--- src/rtl/register_file.sv ---
// register_file: bank of 2^ADDR_W general-purpose registers for the CPU datapath.
// Two combinational read ports, one clocked write port, and a hardware clear
// sweep that zeroes one register per cycle while outBusy is high.
// Optional feature: define REGFILE_BYPASS_EN to forward an accepted write to a
// read port addressing the same register in the same cycle.
module register_file #(
    parameter int WIDTH  = 8,
    parameter int ADDR_W = 3
) (
    input  logic              inClk,
    input  logic              inReset,
    input  logic              inWriteEn,
    input  logic [ADDR_W-1:0] inWriteAddr,
    input  logic [WIDTH-1:0]  inWriteData,
    input  logic [ADDR_W-1:0] inReadAddrA,
    input  logic [ADDR_W-1:0] inReadAddrB,
    output logic [WIDTH-1:0]  outReadA,
    output logic [WIDTH-1:0]  outReadB,
    input  logic              inClear,
    output logic              outBusy,
    output logic              outWriteAck
);

    localparam int DEPTH = 1 << ADDR_W;

    typedef enum logic {
        IDLE  = 1'b0,
        SWEEP = 1'b1
    } state_t;

    state_t            state;
    logic [ADDR_W-1:0] counter;
    logic              busy;
    logic              write_ack;
    logic              accept_write;
    logic [WIDTH-1:0]  regs [DEPTH];

    // A write is only stored from IDLE, and a simultaneous clear request wins.
    assign accept_write = (state == IDLE) && !inClear && inWriteEn;

    // Control FSM: sweep sequencing, registered busy decode and write acknowledge.
    always_ff @(posedge inClk or posedge inReset) begin
        if (inReset) begin
            state     <= IDLE;
            counter   <= '0;
            busy      <= 1'b0;
            write_ack <= 1'b0;
        end else begin
            case (state)
                IDLE: begin
                    counter <= '0;
                    if (inClear) begin
                        state     <= SWEEP;
                        busy      <= 1'b1;
                        write_ack <= 1'b0;
                    end else begin
                        write_ack <= inWriteEn;
                    end
                end
                SWEEP: begin
                    write_ack <= 1'b0;
                    if (counter == ADDR_W'(DEPTH - 1)) begin
                        state   <= IDLE;
                        busy    <= 1'b0;
                        counter <= '0;
                    end else begin
                        counter <= counter + 1'b1;
                    end
                end
                default: begin
                    state     <= IDLE;
                    busy      <= 1'b0;
                    counter   <= '0;
                    write_ack <= 1'b0;
                end
            endcase
        end
    end

    assign outBusy     = busy;
    assign outWriteAck = write_ack;

    for (genvar i = 0; i < DEPTH; i++) begin : g_reg
        logic [WIDTH-1:0] q;
        logic             sweep_hit;
        logic             write_hit;

        assign sweep_hit = (state == SWEEP) && (counter == ADDR_W'(i));
        assign write_hit = accept_write && (inWriteAddr == ADDR_W'(i));

        // Storage flops for one register: sweep clear has priority over a write.
        always_ff @(posedge inClk or posedge inReset) begin
            if (inReset) begin
                q <= '0;
            end else if (sweep_hit) begin
                q <= '0;
            end else if (write_hit) begin
                q <= inWriteData;
            end
        end

        assign regs[i] = q;
    end

`ifdef REGFILE_BYPASS_EN
    // Same-cycle forwarding of an accepted write to a matching read port.
    assign outReadA = (accept_write && (inReadAddrA == inWriteAddr)) ? inWriteData : regs[inReadAddrA];
    assign outReadB = (accept_write && (inReadAddrB == inWriteAddr)) ? inWriteData : regs[inReadAddrB];
`else
    // Read ports show stored contents only; a same-cycle write is seen next cycle.
    assign outReadA = regs[inReadAddrA];
    assign outReadB = regs[inReadAddrB];
`endif

endmodule

--- config.mk ---
export PLATFORM = sky130hd
export DESIGN_NAME = register_file
export DESIGN_NICKNAME = d
export VERILOG_FILES = /design/src/rtl/register_file.sv
export SDC_FILE = /design/constraint.sdc
export NUM_CORES = 1
export LEC_CHECK = 0
export ABC_AREA = 1
export BUFFER_PORTS_ARGS = -buffer_cell sky130_fd_sc_hd__buf_2
export CAP_MARGIN = 20
export CORE_MARGIN = 5
export CORE_UTILIZATION = 54
export CTS_CLUSTER_SIZE = 30
export DETAILED_ROUTE_END_ITERATION = 16
export PLACE_DENSITY = 0.78
export SYNTH_ARGS = -nofsm -noshare
export SYNTH_HDL_FRONTEND = slang
export SYNTH_SLANG_ARGS = --single-unit
--- constraint.sdc ---
create_clock -name inClk -period 2.2 [get_ports inClk]
set_input_delay 0.22 -clock inClk [delete_from_list [all_inputs] [get_ports inClk]]
set_output_delay 0.22 -clock inClk [all_outputs]
set_load 0.05 [all_outputs]
## Yosys cells after proc, flatten, opt, wreduce, memory -nomap -nowiden

Cells that the tools add are included.

| word-level totals | value |
|---|---|
| bits in registers | 70 |
| output and inout bits | 18 |
| word-level logic and storage cells | 96 |

| operators by class | value |
|---|---|
| $add $sub $neg | 1 |
| order comparisons | 2 |
| equal/unequal tests | 16 |
| mux-type cells | 32 |
| bitwise operators | 3 |
| reductions and logical operators | 30 |

Operators by type and width:

| kind | count |
|---|---|
| 2-to-1 mux 8 bit | 20 |
| binary-select mux 8 bit (select 3 bit) | 2 |
| equality test 3 bit (second input constant) | 8 |
| logical AND 1 bit | 18 |
| nonzero test 2 bit | 8 |
| equality test 3 x 2 -> 1 bit (second input constant) | 4 |
| >= comparator 4 bit (second input constant) | 2 |
| inverter 3 -> 4 bit | 2 |
| equality test 3 x 1 -> 1 bit (second input constant) | 2 |
| logical NOT 3 bit | 2 |
| case mux 1 bit (2 select lines) | 3 |
| case mux 3 bit (2 select lines) | 1 |
| 2-to-1 mux 1 bit | 5 |
| adder 3 x 1 -> 3 bit (second input constant) | 1 |
| 2-to-1 mux 3 bit | 1 |
| inequality test 2 x 1 -> 1 bit (second input constant) | 1 |
| inequality test 2 bit (second input constant) | 1 |
| AND reduction 2 bit | 1 |
| logical NOT 1 bit | 1 |
| inverter 1 bit | 1 |

## Logic depth before layout (Yosys ltp)

Gate-level depths: netlist of run 1.

| depth | value |
|---|---|
| depth in word-level cells | 6 |
| gate-level depth with buffers | 8 |

## Least setup slack after synthesis of run 1

No wires, ideal clock.

| path | value |
|---|---|
| kind | input to output |
| start point | in inReadAddrA[1] |
| end point | out outReadA[5] |
| data arrival time | 1.158 ns |
| slack | 0.822 ns |
| cell stages on the path | 7 |
| cell sequence | buf_2 > inv_2 > buf_2 > nand3_1 > nand2_1 > nand2_1 > nand2_1 |

| between the ends | value |
|---|---|
| word-level cells in the longest chain between the ends | 4 |

RTL lines:

| item | RTL line | source |
|---|---|---|
| from (decl) | 15 | `input logic [ADDR_W-1:0] inReadAddrA,` |
| inverter 3 -> 4 bit (not written as such) | 111 | `assign outReadA = regs[inReadAddrA];` |
| binary-select mux 8 bit (select 3 bit) | 111 |  |
| 2-to-1 mux 8 bit (not written as such) (2 in a row) | 111 |  |
| to (decl) | 17 | `output logic [WIDTH-1:0] outReadA,` |

Every way passes these cells. The select of a mux whose other input is x is not followed.

## Worst setup path after layout of run 1

| path | value |
|---|---|
| start point | in inReadAddrB[0] |
| end point | out outReadB[6] |

| between the ends | value |
|---|---|
| word-level cells in the longest chain between the ends | 4 |

RTL lines:

| item | RTL line | source |
|---|---|---|
| from (decl) | 16 | `input logic [ADDR_W-1:0] inReadAddrB,` |
| inverter 3 -> 4 bit (not written as such) | 112 | `assign outReadB = regs[inReadAddrB];` |
| binary-select mux 8 bit (select 3 bit) | 112 |  |
| 2-to-1 mux 8 bit (not written as such) (2 in a row) | 112 |  |
| to (decl) | 18 | `output logic [WIDTH-1:0] outReadB,` |

Every way passes these cells. The select of a mux whose other input is x is not followed.

==> reports/qor.yml, run 1 <==
routing:
  drc_errors: 0
  drt_iter0_drc: 537
  routedWlPerCell_um: 16.1
  viasPerCell: 5.55
  wirelength_mm: 13.3
  vias: 4581
  detail-route-antenna-nets: 0
  firstDrtPassIters: 5
timing:
  timing.slew.headroom: 0.592
  period_minus_slack_ns: 1.96
  fmax_mhz: 510
  min_period_over_period: 0.891
  fin_setup_tns_ns: 0
  skew_ns: 0.00975
  tightest_slew_ns: 0.612
  rsz0062_at_grt: "no"
  finalHoldViolCount: 0
  hold_ws_ns: 0.118
  drv_slew: 0
  setup_violations: 0
synth:
  synth.area.top_cells: "dfrtp_1 38%, nand2_1 24%, nand3_1 20%"
  yosysTopAreaCell: "dfrtp_1"
  syn_nets: 728
  yosysTopAreaCellShare: 0.380
  synth_seq_area_share: 0.380
  synth_cells: 700
  ys_ff_latch: 70
  yosysUniqueCellTypes: 20
  ys_warn_count: 0
  syn_area_um2: 4610
  syn_area_per_cell_um2: 6.59
clock_tree:
  clock_sinks: 70
  cts_setup_buffers: 0
  cts.clk_slew.worst_paths_ns: 0.07
  cts_buffers: 9
  h-tree-depth: 3
  clock_latency_ns: 0.35
  cts_root_buf: "clkbuf_8"
  clockBufferDepth: 2
  cts_tree: "yes"
setup_path:
  cp_max_fo: 33
  critical_path_buf_inv_count: 4
  crit_top_cell: "nand2_1"
  arrival_ns: 1.74
  path_class: "in2out"
  worstPathCellList: "buf_2, inv_1, buf_4, nand2_1, nand3_1, nand2_1, nand2_1, nand2_1, buf_2"
  cp_slowest_cell: "buf_2"
  startpoint_type: "primary input"
  critPathCaptureType: "output port"
  required_ns: 1.98
  r2r_slack_ns: 0.55
  slowest_delay_ns: 0.48
  path_delay_family: "buffers and inverters"
grt:
  grt_pass1_wl_mm: 21.6
  grt_pass1_vias: 4227
  grt_start_max_net_pins: 53
  grt_remaining_overflow: 0
  antenna_found_initial: 0
  gr-usage-all-layers: 0.268
place:
  placed_area_um2: 4740
  routabilityCongestion: 0.923
  numPortBuffers: 38
  dp_hpwl_mm: 9.62
  dp_cells: 808
finish:
  syn2layout_area_growth_pct: 7.05
  drive_gt1_frac: 0.115
  final_net_count: 743
  fin_cells: 825
  fill_cells: 809
  diodes: 0
  fin_area_um2: 4940
floorplanning:
  design.portCount: 39
  initial_core_util: 0.558
  die_x_um: 102
  num_rows: 33
  die-area_um2: 10500
  die_height_um: 102
  core_region_area_um2: 8260
outcome:
  status: "finished, final reports clean"
min_path:
  hp-class: "in2reg"
flow_run:
  max-cap-violations: 0
pwr:
  p_total_mw: 4.02
  power_density_nw_per_um2: 814
  vdd_ir_drop_max_uv: 713
  p_leak_nw: 2.97
[synthesized netlist by cell type, drive strengths merged]
cell type	count
nand3	181
buf	39
nor3	1
nand2	304
inv	84
dfrtp	70
nand4	3
nor2	8
o21a	1
ha	7
a21oi	2
[placed cells by master (no fill, tap or decap), types with 3 or more instances in the layout]
master    netlist  final
inv_2           7      8
nand3_1       180    180
nand2_2         8      8
inv_1          76     75
clkbuf_8        0      9
buf_2          24     38
clkinv_2        0      3
nand4_1         3      3
ha_1            7      7
dfrtp_1        70     70
nor2_4          7      7
nand2_1       295    295
[area by class of cell]
cell class	instances	area [um^2]	share of cell area
clock inverter	6	62.6	0.0127
clock buffer	10	128	0.0258
sequential	70	1750	0.355
inverter	84	318	0.0644
timing repair buffer	43	255	0.0517
tap	105	131	0.0266
multi-input combinational	507	2290	0.464
[state kept, by name, indices dropped and copies added, names as in the netlist]
name and count:
outWriteAck 1, g.q 64, state 1, outBusy 1, counter 3
[report_power, final]
part           leakage [nW]  internal, mW  switching [mW]
Sequential            0.961          1.50           0.206
Clock                 0.100         0.522           0.479
Combinational          1.90         0.359           0.954
[timing repair]
item,4_1_cts,5_1_grt
hold buffers,1,0
hold endpoints to repair,18,0
resized for setup,0,0
[worst register-to-register path: stages (launching register included)]
cell	delay, ns
dfrtp_1	0.54
nor2_4	0.38
buf_12	0.27
nand2_2	0.18
nand3_1	0.11
nand2_1	0.07
[kinds of logic (layout without fill, tap and decap cells)]
kind of cell,count (synthesis),after routing,synth area share
buffers and inverters,123,143,0.123
AND/OR/NAND/NOR,497,497,0.474
AO/OA/AOI/OAI,3,3,0.00380
adder cells (fa/ha/maj),7,7,0.0190
flip-flops,70,70,0.380
[final timing paths]
check	start	endpoint	depth (start not counted)
max	inReadAddrB[0]	outReadB[6]	9
max reg2reg	state	g_reg[3].q[6]	5
max in group asynchronous	inReset	g_reg[5].q[4]	4
min reg2reg	g_reg[2].q[6]	g_reg[2].q[6]	2
min in group asynchronous	inReset	g_reg[1].q[1]	3
min	inClear	state	2
[per-stage QoR]
stage,worst slack [ns],util
floorplan,0.212,-
detailed placement,0.287,0.574
global placement,0.288,0.574
finish,0.239,0.598
CTS,0.285,0.598
global route,0.137,0.598
[per-layer routing]
metal  vias up  GRT usage  share of wire
met5         -          0              0
met4         0     0.0908          0.025
met3        30     0.0587           0.11
met2       255      0.387           0.42
met1      2078      0.397           0.45
li1       2218          -              -
No activity file was read; power rests on OpenSTA's default activity.
==> run 2: changes to the inputs <==
--- a/config.mk
+++ b/config.mk
@@ -13,6 +13,7 @@
 export CTS_CLUSTER_SIZE = 30
 export DETAILED_ROUTE_END_ITERATION = 16
 export PLACE_DENSITY = 0.78
+export RECOVER_POWER = 25
 export SYNTH_ARGS = -nofsm -noshare
 export SYNTH_HDL_FRONTEND = slang
 export SYNTH_SLANG_ARGS = --single-unit
==> run 2 against run 1 <==
Compared with the run above: total power about the same; routed wire length barely moved; clock-buffer cell count unchanged; combinational power is essentially flat; highest routed layer unchanged; die area is the same; clock power about the same; critical path type unchanged.
==> reports/qor.yml, run 2 (same netlist as run 1, synthesis figures left out) <==
setup_path:
  arrival_ns: 1.73  # was 1.74 ns
  required_ns: 1.98  # about the same
  cp_slowest_cell: "buf_2"  # unchanged
  crit_end: "outReadB[4]"  # was outReadB[6]
  path_class: "in2out"  # unchanged
  crit_start: "inReadAddrB[0]"  # unchanged
  crit_top_cell: "nand2_1"  # unchanged
  cp_max_fo: 33  # unchanged
  r2r_slack_ns: 0.56  # was 0.55 ns
  regToRegStartpoint: "state"  # unchanged
  startpoint_type: "primary input"  # unchanged
  slowest_delay_ns: 0.47  # was 0.48 ns
  worstPathCellList: "buf_2, inv_1, buf_4, nand2_1, nand3_1, nand2_1, nand2_1, nand2_1, buf_2"  # unchanged
  r2r-end: "g_reg[3].q[6]"  # unchanged
  critPathCaptureType: "output port"  # unchanged
  reg2reg_depth: 5  # unchanged
flow_run:
  max-cap-violations: 0  # unchanged
timing:
  min_period_over_period: 0.887  # was 0.891
  period_minus_slack_ns: 1.95  # was 1.96 ns
  fmax_mhz: 513  # was 510 MHz
  skew_ns: 0.00875  # was 0.00975 ns
  setup_violations: 0  # unchanged
  rsz0062_at_grt: "no"  # unchanged
  timing.slew.headroom: 0.536  # was 0.592
  finalHoldViolCount: 0  # unchanged
  drv_slew: 0  # unchanged
  tightest_slew_ns: 0.697  # was 0.612 ns
  fin_setup_tns_ns: 0  # unchanged
finish:
  final_net_count: 743  # unchanged
  final_util: 0.596  # was 0.598
  largest_reg_flops: 64  # unchanged
  final_common_cell: "nand2_1"  # unchanged
  multi_input_area_um2: 2290  # unchanged
  diodes: 0  # unchanged
  largest_register: "g.q"  # unchanged
  seqCellArea_um2: 1750  # unchanged
  fill_cells: 811  # was 809
  drive_gt1_frac: 0.114  # was 0.115
  layout_common_cells: "295 x nand2_1, 180 x nand3_1, 76 x inv_1"  # was 295 x nand2_1, 180 x nand3_1, 75 x inv_1
  reg_top3: "g.q x64, counter x3"  # unchanged
  syn2layout_area_growth_pct: 6.78  # was 7.05%
routing:
  routedWlPerCell_um: 16.1  # about the same
  viasPerCell: 5.54  # was 5.55
  vias: 4567  # was 4581
  wirelength_mm: 13.3  # about the same
  firstDrtPassIters: 6  # was 5
  drt_iter0_drc: 491  # was 537
  detail-route-antenna-nets: 0  # unchanged
  drc_errors: 0  # unchanged
floorplanning:
  num_rows: 33  # unchanged
  design.portCount: 39  # unchanged
  die_x_um: 102  # unchanged
  die_height_um: 102  # unchanged
  core_region_area_um2: 8260  # unchanged
  die-area_um2: 10500  # unchanged
  initial_core_util: 0.558  # unchanged
pwr:
  combPwrFrac: 0.326  # was 0.327
  p_leak_nw: 2.96  # was 2.97 nW
  power_density_nw_per_um2: 816  # was 814 nW/um^2
  p_seq_frac: 0.425  # was 0.424
  p_clk_frac: 0.250  # was 0.249
  p_int_mw: 2.38  # about the same
  p_switching_mw: 1.64  # about the same
  sw_frac_of_total: 0.408  # about the same
  vdd_ir_drop_max_uv: 718  # was 713 uV
clock_tree:
  cts_buffers: 9  # unchanged
  cts_tree: "yes"  # unchanged
  clock_latency_ns: 0.35  # about the same
  clock_sinks: 70  # unchanged
  clockBufferDepth: 2  # unchanged
  cts.clk_slew.worst_paths_ns: 0.07  # about the same
  cts_resized: 0  # unchanged
  cts_root_buf: "clkbuf_8"  # unchanged
  h-tree-depth: 3  # unchanged
place:
  dp_hpwl_mm: 9.62  # unchanged
  routabilityCongestion: 0.923  # unchanged
  numPortBuffers: 38  # unchanged
grt:
  grt_start_max_net_pins: 53  # unchanged
  antenna_found_initial: 0  # unchanged
  grt_pass1_wl_mm: 21.6  # unchanged
  grt_pass1_vias: 4227  # unchanged
  gr-usage-all-layers: 0.268  # unchanged
  grt_remaining_overflow: 0  # unchanged
min_path:
  hp-class: "in2reg"  # unchanged
  min_delay_path_depth: 2  # unchanged
outcome:
  status: "finished, final reports clean"  # unchanged
-- run 2: worst min-delay path by stage --
stage	startpoint	endpoint	slack, ns
floorplan	inClear	state	0.34
global placement	inReset	g_reg[1].q[7]	0.23
detailed placement	inReset	g_reg[1].q[7]	0.24
CTS	inClear	state	0.1
global route	inClear	state	0.12
finish	inClear	state	0.11
-- run 2: metal layers --
layer  part of all wire  GRT usage  wire [um]  vias up
met5                  0          0          0        -
met4              0.025     0.0908        336        0
met3               0.11     0.0587       1430       28
met2               0.42      0.387       5640      253
met1               0.44      0.397       5890     2063
li1                   -          -          -     2223
-- run 2: area by class of cell --
class                   instances  area share
inverters                      84      0.0645
multi-input cells             507       0.465
well taps                     105      0.0267
flip-flops and latches         70       0.356
repair buffers                 43      0.0493
clock inverters                 6      0.0127
clock buffers                  10      0.0259
-- run 2: per-stage QoR --
stage / hold slack [ns] / instances / area (um^2) / total power [mW] / worst slack (ns)
after global routing: 0.124 / 825 / 4920 / 4.27 / 0.137
after CTS: 0.100 / 825 / 4940 / 4.02 / 0.285
after floorplan: 0.337 / 700 / 4610 / 2.69 / 0.212
final: 0.115 / 825 / 4920 / 4.02 / 0.249
after detailed placement: 0.239 / 808 / 4740 / 3.01 / 0.287
after global placement: 0.232 / 808 / 4740 / 2.98 / 0.288
-- run 2: repair_timing --
action / CTS / global route
endpoints found under the hold margin: 18 / 0
hold buffers: 1 / 0
setup buffers: 0 / 0
-- run 2: worst max-delay path, delay by kind of cell --
| kind | cells | cell delay (ns) |
|---|---|---|
| buffers and inverters | 4 | 1.06 |
| AND/OR/NAND/NOR | 5 | 0.41 |
-- run 2: power groups by stage --
stage	combinational [mW]	sequential [mW]	clock, mW
floorplan	1.02	1.67	0
global placement	1.27	1.71	0
detailed placement	1.29	1.72	0
CTS	1.30	1.70	1.02
global route	1.47	1.73	1.07
finish	1.31	1.71	1.00
==> run 3: changes to the inputs <==
==> constraint.sdc (replaced) <==
create_clock -name inClk -period 2.01 [get_ports inClk]
set_input_delay 0.201 -clock inClk [delete_from_list [all_inputs] [get_ports inClk]]
set_output_delay 0.201 -clock inClk [all_outputs]
set_load 0.05 [all_outputs]
==> run 3 against run 2 <==
Compared with the run above: core utilization grew 0.70 points; die area did not move; cell area up 1.2%; combinational power up 17%; via count up 1.8%; clock skew shrank 0.0023 ns; global-route usage rose by 1.6 points; critical path depth fell by 2; flip-flop and latch count is the same; worst setup slack improved by 0.071 ns; clock power grew 31%; clock-buffer cell count up 1; largest cell class unchanged.
==> reports/qor.yml, run 3 (same netlist as run 1, synthesis figures left out) <==
timing:
  drv_slew: 0  # unchanged
  timing.slew.headroom: 0.359  # was 0.536
  hold_ws_ns: 0.0945  # was 0.115 ns
  skew_ns: 0.00641  # was 0.00875 ns
  period_minus_slack_ns: 1.69
  rsz0062_at_grt: "no"  # unchanged
  fmax_mhz: 592
  tightest_slew_ns: 0.961  # was 0.697 ns
  fin_ws_ns: 0.320  # was 0.249 ns
  setup_violations: 0  # unchanged
  fin_setup_tns_ns: 0  # unchanged
  min_period_over_period: 0.841
  finalHoldViolCount: 0  # unchanged
grt:
  gr-usage-all-layers: 0.284  # was 0.268
  grt_pass1_wl_mm: 22.5  # was 21.6 mm
  gr-usage-met3: 0.0430  # was 0.0587
  met1_usage: 0.417  # was 0.397
  grt_util_met2: 0.419  # was 0.387
  grt_start_max_net_pins: 71  # was 53
  grt_busiest_layer: "met2"  # was met1
  antenna_found_initial: 0  # unchanged
  grt_pass1_vias: 4181  # was 4227
  grt_remaining_overflow: 0  # unchanged
clock_tree:
  cts.clk_slew.worst_paths_ns: 0.08  # was 0.07 ns
  h-tree-depth: 3  # unchanged
  clock_latency_ns: 0.36  # was 0.35 ns
  clock_sinks: 70  # unchanged
  cts_root_buf: "clkbuf_8"  # unchanged
  cts_buffers: 9  # unchanged
  cts_setup_buffers: 0  # unchanged
  cts_tree: "yes"  # unchanged
  clockBufferDepth: 2  # unchanged
floorplanning:
  die-area_um2: 10500  # unchanged
  design.portCount: 39  # unchanged
  initial_core_util: 0.558  # unchanged
  die_x_um: 102  # unchanged
  core_region_area_um2: 8260  # unchanged
  die_height_um: 102  # unchanged
  num_rows: 33  # unchanged
setup_path:
  cp_slowest_cell: "dfrtp_1"  # was buf_2
  r2r_slack_ns: 0.40  # was 0.56 ns
  worstPathCellList: "inv_1, nand2_1, nand3_1, nand2_1, nand2_1, nand2_1, buf_2"  # was buf_2, inv_1, buf_4, nand2_1, nand3_1, nand2_1, nand2_1, nand2_1, buf_2
  cp_max_fo: 2  # was 33
  critPathCaptureType: "output port"  # unchanged
  startpoint_type: "flip-flop"  # was primary input
  crit_top_cell: "nand2_1"  # unchanged
  path_class: "reg2out"  # was in2out
  slowest_delay_ns: 0.35  # was 0.47 ns
  r2r-end: "g_reg[4].q[1]"  # was g_reg[3].q[6]
  regToRegStartpoint: "state"  # unchanged
  reg2reg_depth: 5  # unchanged
  arrival_ns: 1.49  # was 1.73 ns
  required_ns: 1.81  # was 1.98 ns
place:
  pre_cts_ws_ns: 0.488  # was 0.287 ns
  routabilityCongestion: 0.922  # was 0.923
  dp_hpwl_mm: 10.3  # was 9.62 mm
  numPortBuffers: 38  # unchanged
  placed_area_um2: 4760  # was 4740 um^2
  dp_cells: 811  # was 808
pwr:
  p_clk_frac: 0.282  # was 0.250
  p_total_mw: 4.65  # was 4.02 mW
  combPwrFrac: 0.328  # was 0.326
  vdd_ir_drop_max_uv: 814  # was 718 uV
  p_int_mw: 2.81  # was 2.38 mW
  p_switching_mw: 1.84  # was 1.64 mW
  p_leak_nw: 2.99  # was 2.96 nW
  sw_frac_of_total: 0.395  # was 0.408
  power_density_nw_per_um2: 933  # was 816 nW/um^2
  p_seq_frac: 0.390  # was 0.425
flow_run:
  max-cap-violations: 0  # unchanged
min_path:
  min_to: "state"  # unchanged
  min_delay_path_depth: 2  # unchanged
  worstHoldStart: "inClear"  # unchanged
  hp-class: "in2reg"  # unchanged
routing:
  routedWlPerCell_um: 17.2  # was 16.1 um
  firstDrtPassIters: 5  # was 6
  detail-route-antenna-nets: 0  # unchanged
  vias: 4648  # was 4567
  viasPerCell: 5.61  # was 5.54
  drt_iter0_drc: 487  # was 491
  wirelength_mm: 14.3  # was 13.3 mm
  drc_errors: 0  # unchanged
outcome:
  status: "finished, final reports clean"  # unchanged
finish:
  layout_common_cells: "295 x nand2_1, 180 x nand3_1, 76 x inv_1"  # unchanged
  fin_area_um2: 4980  # was 4920 um^2
  largest_reg_flops: 64  # unchanged
  syn2layout_area_growth_pct: 8.03  # was 6.78%
  diodes: 0  # unchanged
  drive_gt1_frac: 0.118  # was 0.114
  reg_top3: "g.q x64, counter x3"  # unchanged
  final_util: 0.603  # was 0.596
  final_net_count: 746  # was 743
  final_common_cell: "nand2_1"  # unchanged
  largest_register: "g.q"  # unchanged
  fin_cells: 828  # was 825
## run 3: cell count changes in the layout (fill, tap and decap cells not counted), sizes merged
cell | previous run | this run
clkinvlp | 0 | 1
clkinv | 5 | 2
buf | 41 | 44
bufinv | 1 | 2
clkbuf | 11 | 12
## run 3: layout make-up
| class | count | area [um^2] |
|---|---|---|
| repair buffers | 46 | 265 |
| clock inverters | 5 | 81.3 |
| clock buffers | 11 | 151 |
| well taps | 105 | 131 |
| inverters | 84 | 318 |
| flip-flops and latches | 70 | 1750 |
| fillers | 810 | 3280 |
| multi-input cells | 507 | 2280 |
## run 3: critical path: cells and delay by family (launching register included)
kind	cells	cell delay (ns)
DFF	1	0.35
and+or+nand+nor	5	0.46
buffers and inverters	2	0.33
## run 3: power by group through the flow
stage / clock network, mW / logic (mW) / registers (mW)
2_1_floorplan: 0 / 1.12 / 1.83
3_3_place_gp: 0 / 1.50 / 1.82
3_5_place_dp: 0 / 1.51 / 1.84
4_1_cts: 1.32 / 1.52 / 1.81
5_1_grt: 1.38 / 1.69 / 1.84
6_report: 1.31 / 1.53 / 1.81
## run 3: how the worst max path moves through the flow
stage                     depth (start not counted)           to           start  slack [ns]
after floorplan                                   1   counter[0]         inReset        0.04
after global placement                            7  outReadA[1]  inReadAddrA[1]        0.47
after detailed placement                          7  outReadA[1]  inReadAddrA[1]        0.49
after CTS                                         7  outReadA[0]   g_reg[2].q[0]        0.34
after global routing                              7  outReadB[3]   g_reg[2].q[3]        0.22
final                                             7  outReadA[5]   g_reg[7].q[5]        0.32
## run 3: what timing repair did
item,4_1_cts,5_1_grt
endpoints found under the hold margin,70,0
resized for setup,0,0
hold buffers,1,0
## run 3: metal layers
metal | up-vias | routed length [um] | part of all wire
li1 | 2222 | - | -
met1 | 2131 | 6150 | 0.43
met2 | 264 | 6380 | 0.45
met3 | 31 | 1360 | 0.095
met4 | 0 | 395 | 0.028
met5 | - | 0 | 0
